--- src/rtl/regfile_dump.sv ---
// DEPTH x WIDTH register file with two combinational read ports and a serial
// dump engine; define REGFILE_BYPASS_EN for write-first read-port bypass.
module regfile_dump #(
  parameter int DEPTH  = 8,
  parameter int WIDTH  = 8,
  parameter int ADDR_W = 3
) (
  input  logic              clk,
  input  logic              reset,
  input  logic              we,
  input  logic [ADDR_W-1:0] waddr,
  input  logic [WIDTH-1:0]  wdata,
  input  logic [ADDR_W-1:0] raddr_a,
  output logic [WIDTH-1:0]  rdata_a,
  input  logic [ADDR_W-1:0] raddr_b,
  output logic [WIDTH-1:0]  rdata_b,
  input  logic              dump_start,
  output logic              dump_busy,
  output logic              dump_valid,
  input  logic              dump_ready,
  output logic [ADDR_W-1:0] dump_addr,
  output logic [WIDTH-1:0]  dump_data,
  output logic              dump_done
);

  typedef enum logic [1:0] {
    IDLE = 2'd0,
    SEND = 2'd1,
    DONE = 2'd2
  } state_t;

  localparam logic [ADDR_W-1:0] LAST = ADDR_W'(DEPTH - 1);

  logic [WIDTH-1:0]  mem [DEPTH];
  state_t            state;
  logic [ADDR_W-1:0] ptr;

  // NOTE: the array is cleared by reset, so it must be built from flops rather
  // than a RAM macro; RAM blocks cannot be reset in one cycle.
  always_ff @(posedge clk) begin
    if (reset) begin
      for (int i = 0; i < DEPTH; i++) mem[i] <= '0;
    end else if (we) begin
      mem[waddr] <= wdata;
    end
  end

`ifdef REGFILE_BYPASS_EN
  always_comb begin
    rdata_a = (we && raddr_a == waddr) ? wdata : mem[raddr_a];
    rdata_b = (we && raddr_b == waddr) ? wdata : mem[raddr_b];
  end
`else
  always_comb begin
    rdata_a = mem[raddr_a];
    rdata_b = mem[raddr_b];
  end
`endif

  assign dump_addr = ptr;

  // NOTE: non-blocking updates mean the snapshot loads below read mem as it
  // stood before this edge, so a same-cycle write never leaks into dump_data.
  always_ff @(posedge clk) begin
    if (reset) begin
      state      <= IDLE;
      ptr        <= '0;
      dump_data  <= '0;
      dump_valid <= 1'b0;
      dump_busy  <= 1'b0;
      dump_done  <= 1'b0;
    end else begin
      dump_done <= 1'b0;
      case (state)
        IDLE: begin
          if (dump_start) begin
            state      <= SEND;
            ptr        <= '0;
            dump_data  <= mem[0];
            dump_valid <= 1'b1;
            dump_busy  <= 1'b1;
          end
        end
        SEND: begin
          if (dump_ready) begin
            if (ptr == LAST) begin
              state      <= DONE;
              dump_valid <= 1'b0;
              dump_done  <= 1'b1;
            end else begin
              ptr       <= ptr + 1'b1;
              dump_data <= mem[ptr + 1'b1];
            end
          end
        end
        DONE: begin
          state     <= IDLE;
          dump_busy <= 1'b0;
        end
        default: begin
          state      <= IDLE;
          dump_valid <= 1'b0;
          dump_busy  <= 1'b0;
        end
      endcase
    end
  end

endmodule
--- config.mk ---
export PLATFORM = sky130hd
export DESIGN_NAME = regfile_dump
export DESIGN_NICKNAME = d
export VERILOG_FILES = /design/src/rtl/regfile_dump.sv
export SDC_FILE = /design/constraint.sdc
export NUM_CORES = 1
export LEC_CHECK = 0
export BUFFER_PORTS_ARGS = -buffer_cell sky130_fd_sc_hd__clkbuf_2
export CAP_MARGIN = 40
export CORE_UTILIZATION = 50
export DETAILED_ROUTE_END_ITERATION = 10
export GPL_ROUTABILITY_DRIVEN = 0
export PLACE_DENSITY = 0.76
export SLEW_MARGIN = 20
export SYNTH_ARGS = -nofsm -noshare
export SYNTH_HDL_FRONTEND = slang
export SYNTH_SLANG_ARGS = --single-unit
--- constraint.sdc ---
create_clock -name clk -period 6.7 [get_ports clk]
set_input_delay 0 -clock clk [delete_from_list [all_inputs] [get_ports clk]]
set_output_delay 0 -clock clk [all_outputs]
set_load 0.01 [all_outputs]
[Yosys cells after proc, flatten, opt, wreduce, memory -nomap -nowiden]
Memories as Yosys holds them, arrays and structs flattened.
Cells that the tools add are included.
Storage, ports and cells
  memories: 1
  bits of input ports: 22
  logic and storage cells: 52
  register bits: 16
  memory bits (writable): 64
  output and inout port bits: 30
Cells by class
  reductions and logical operators: 8
  multiplexer cells: 26
  bitwise gates (word level): 3
  equal/unequal tests: 7
  $add $sub $neg: 1
Memory list
  mem: depth 8, bits a word 8, read ports 4, clocked after memory_dff 0, wr ports 8, RTL line 34  | logic [WIDTH-1:0] mem [DEPTH];
Operator list (number)
  8-bit 2-to-1 mux: 4
  8-bit one-hot mux with 2 select lines: 1
  3-bit 2-to-1 mux: 4
  1-bit 2-to-1 mux: 10
  2-bit != test, second input constant: 4
  4-bit AND reduction: 2
  8-bit OR reduction: 1
  2-bit 2-to-1 mux: 3
  3-bit one-hot mux with 2 select lines: 1
  2-bit one-hot mux with 2 select lines: 1
  3-bit by 1-bit adder with 3-bit output, second input constant: 1
  3-bit equality test, second input constant: 1
  1-bit NOT: 3
  1-bit one-hot mux with 3 select lines: 1
  3-bit AND reduction: 1
  3-bit OR reduction: 1
  2-bit by 1-bit equality test with 1-bit output, second input constant: 1
  2-bit equality test, second input constant: 1
  2-bit zero test: 1
  1-bit one-hot mux with 2 select lines: 1
  2-bit AND reduction: 1
  2-bit nonzero test: 1

[Longest topological paths before layout]
  word-level depth: 5
  gate-level depth with buffers: 8
  depth with buffers taken out: 6

[Worst setup path after synthesis]
OpenSTA, ideal clock, no wires.
  path kind: register -> register
  start: register ptr[0], in the netlist dump_addr[0]
  end: register dump_data[2]
  cell stages (with the launch flop): 9
  setup slack: 4.498 ns
  period minus slack after synthesis: 2.202 ns
  setup time: 0.132 ns
  buffers on the path: 2
  required time: 6.568 ns
  arrival time: 2.070 ns
  cells stage by stage: dfxtp_1 ha_1 ha_1 buf_2 clkbuf_1 mux4_2 mux2_2 o211ai_1 a21oi_1
Between the ends
  longest elaborated chain between the ends: 5
  elaborated cells between the ends (all ways): 8
  classes of those cells: add/sub (1); eq/ne (2); mux (3); reduce/logical (1); memory (1)
Ends and longest elaborated chain
  start, declared: RTL line 36  | logic [ADDR_W-1:0] ptr;
  start signal, assigned: RTL line 91  | ptr <= ptr + 1'b1;
  3-bit by 1-bit adder with 3-bit output: RTL line 92  | dump_data <= mem[ptr + 1'b1];
  memory read 8 x 8 bit
  8-bit 2-to-1 mux: RTL line 86  | if (ptr == LAST) begin
  8-bit 2-to-1 mux: RTL line 85  | if (dump_ready) begin
  8-bit one-hot mux with 2 select lines: RTL line 74  | case (state)
  end signal, assigned: RTL line 79  | dump_data <= mem[0];
  end signal, assigned: RTL line 92
  end, declared: RTL line 22  | output logic [WIDTH-1:0] dump_data,
Several ways; a longest one is shown, not always the timed one. The select of a mux whose other input is x is not followed.
A chain may end at the register's enable or synchronous reset.

[Worst setup path after layout]
Same ends and word-level chain as after synthesis.

==> results.cfg <==
[status]
status = finished with violations
violations = DRC

[sta]
worst_pin_slew_ns = 0.778
finalSetupViolCount = 0
slew_viol_final = 0
period_needed_ns = 2.53
final_hold_viol_count = 0
grt_setup_unrepaired = no
fmax_mhz = 395
post-route-period-util_pct = 37.8
max_slew_margin_pct = 47.7
final.setup.tns_ns = 0
clock_skew_ns = 0.00898

[detailed_routing]
drtPass1Iterations = 11
drcViolationCount = 3
vias_per_cell = 6.00
route.vias.total = 2857
finalWirelength_um = 9780
drt_iter0_markers = 151
ant_nets = 0
post_drt_wl_per_cell_um = 20.5

[grt]
grt_antenna_before_repair = 0
overflow = 0
grt_max_degree = 27
first_global_vias = 2844
grt_usage_pct = 21.8
grt_pass1_wl_um = 15800

[clocking]
postCtsSetupBuffers = 0
clk_latency_ns = 0.36
cts.reportedPaths.clkPinSlew_ns = 0.09
clock_sinks = 80
cts_tree = built
cts_made_buffers = 9
clockRootBuffer = clkbuf_8
htreeDepth = 3
max-clock-path-buffers = 2

[floorplanning]
dieArea_um2 = 9670
io_pins = 52
die_h_um = 98.3
die_w_um = 98.3
core-area_um2 = 8850
start_util_pct = 52.4
std_cell_rows = 34

[final_layout]
area_growth_pct = 11.7
postLayoutCoreUtil_pct = 58.6
fin_cells = 476
final_layout_size_suffix_gt1_share_pct = 38.6
nets = 388
diodes = 0

[synthesis]
ys_types = 26
netlist_area_um2 = 4640
synth_nets = 341
ys_seq_area_share_pct = 48.3
syn_inst = 317
ys_ff_latch = 80
yosys_warnings = 0
avgSynthCellArea_um2 = 14.6

[place]
dpl.cell_count = 457
hpwl_um = 7560
io_buffers = 51

[pwr]
leakage_nw = 1.88
vdd_drop_max_v = 0.000101
powerDensity_nw_per_um2 = 225
p_total_mw = 1.17

[min_path]
hold_class = in2reg

[worst_setup_path]
worstPathMaxFanout = 17
worstSetupStartpointType = flop
endpoint_kind = flop
worstPathArrival_ns = 2.75
worstSetupPathType = reg2reg
cp.required_ns = 6.92

[flow_run]
maxCapViolations = 0
cell usage after synthesis:
cell | number | area [um2]
inv_1 | 1 | 3.75
clkbuf_1 | 6 | 22.5
buf_6 | 1 | 11.3
a2bb2oi_1 | 1 | 8.76
or2_2 | 8 | 50.1
ha_1 | 2 | 25.0
a21oi_1 | 11 | 55.1
and2_1 | 66 | 413
nor2b_1 | 2 | 12.5
nor3_1 | 6 | 30.0
mux2i_1 | 3 | 30.0
mux4_1 | 10 | 263
buf_2 | 9 | 45.0
mux4_2 | 38 | 856
nand2b_1 | 20 | 125
mux2_2 | 24 | 270
buf_12 | 1 | 20.0
nand3b_1 | 2 | 15.0
dfxtp_1 | 16 | 320
or3b_2 | 1 | 8.76
buf_1 | 3 | 11.3
nand2_1 | 2 | 7.51
o211ai_2 | 2 | 25.0
nor2_1 | 12 | 45.0
edfxtp_1 | 64 | 1920
o211ai_1 | 6 | 45.0
layout make-up:
type                            count  area (um2)
Tap cell                          108         135
Fill cell                         680        3660
Inverter                            1        3.75
Timing Repair Buffer               56         303
Multi-Input combinational cell    216        2280
Clock buffer                        9         124
Clock inverter                      6        92.6
Sequential cell                    80        2240
through the flow:
stage	worst slack [ns]	area, um2	hold WS [ns]
floorplan	4.50	4640	0.198
global placement	4.06	4930	0.334
detailed placement	3.92	4930	0.348
CTS	3.94	5160	0.00850
global route	4.02	5180	0.0250
finish	4.17	5180	0.0132
cells by family (layout without fill, tap and decap cells):
| family | Yosys count | count (layout) | share of synthesized area, % |
|---|---|---|---|
| and+or+nand+nor | 119 | 119 | 15.2 |
| muxes | 75 | 75 | 30.6 |
| buffers and inverters | 21 | 72 | 2.45 |
| adders and majority gates | 2 | 2 | 0.539 |
| AOI/OAI and AO/OA | 20 | 20 | 2.88 |
| DFF | 80 | 80 | 48.3 |
critical path: stages (launching register included):
cell and delay, ns:
dfxtp_1 0.47, ha_1 0.29, ha_1 0.70, mux4_2 0.41, mux2_2 0.27, o211ai_1 0.16, a21oi_1 0.09
state kept, by name (all words and copies together), names as in the netlist:
signal and count:
dump_data 8, dump_addr 3, dump_valid 1, dump_busy 1, dump_done 1, state 2, mem 64
worst paths after layout:
path | slack [ns] | end | depth (start not counted) | start
min | 0.01 | mem[6][7] | 2 | wdata[7]
max reg2reg | 4.17 | dump_data[2] | 6 | dump_addr[0]
min reg2reg | 0.47 | dump_data[1] | 2 | dump_data[1]
max | 4.17 | dump_data[2] | 6 | dump_addr[0]
report_power, final:
| group | leakage (nW) | internal (mW) | switching, mW |
|---|---|---|---|
| logic | 1.04 | 0.0993 | 0.0810 |
| clock network | 0.102 | 0.210 | 0.178 |
| registers | 0.745 | 0.568 | 0.0305 |
what timing repair did:
action / 4_1_cts / 5_1_grt
endpoints found under the setup margin: 0 / 0
endpoints found under the hold margin: 3 / 0
gates resized for setup: 0 / 0
hold buffers: 2 / 0
layer usage:
layer	track usage [%]	up-vias	part of all wire (%)
met3	5.23	11	7.4
met1	30.1	1423	43
met2	33.9	104	49
met4	8.27	0	1.3
li1	-	1319	-
met5	0	-	0
cells in the final DEF (no fill, tap or decap):
cell / instances
nor2_1: 12
inv_1: 1
a21oi_1: 11
bufinv_16: 2
edfxtp_1: 64
buf_8: 1
o211ai_1: 6
or2_2: 8
nand3b_1: 2
mux4_1: 10
dfxtp_1: 16
or3b_2: 1
and2_1: 66
o211ai_2: 2
mux4_2: 38
mux2i_1: 3
dlygate4sd3_1: 2
a2bb2oi_1: 1
nand2b_1: 20
nand2_1: 2
nor2b_1: 2
nor3_1: 6
clkinvlp_4: 2
buf_2: 1
clkbuf_8: 9
mux2_2: 24
inv_6: 2
clkbuf_2: 51
ha_1: 2
buf_4: 1
(Power assumes the default switching activity.)
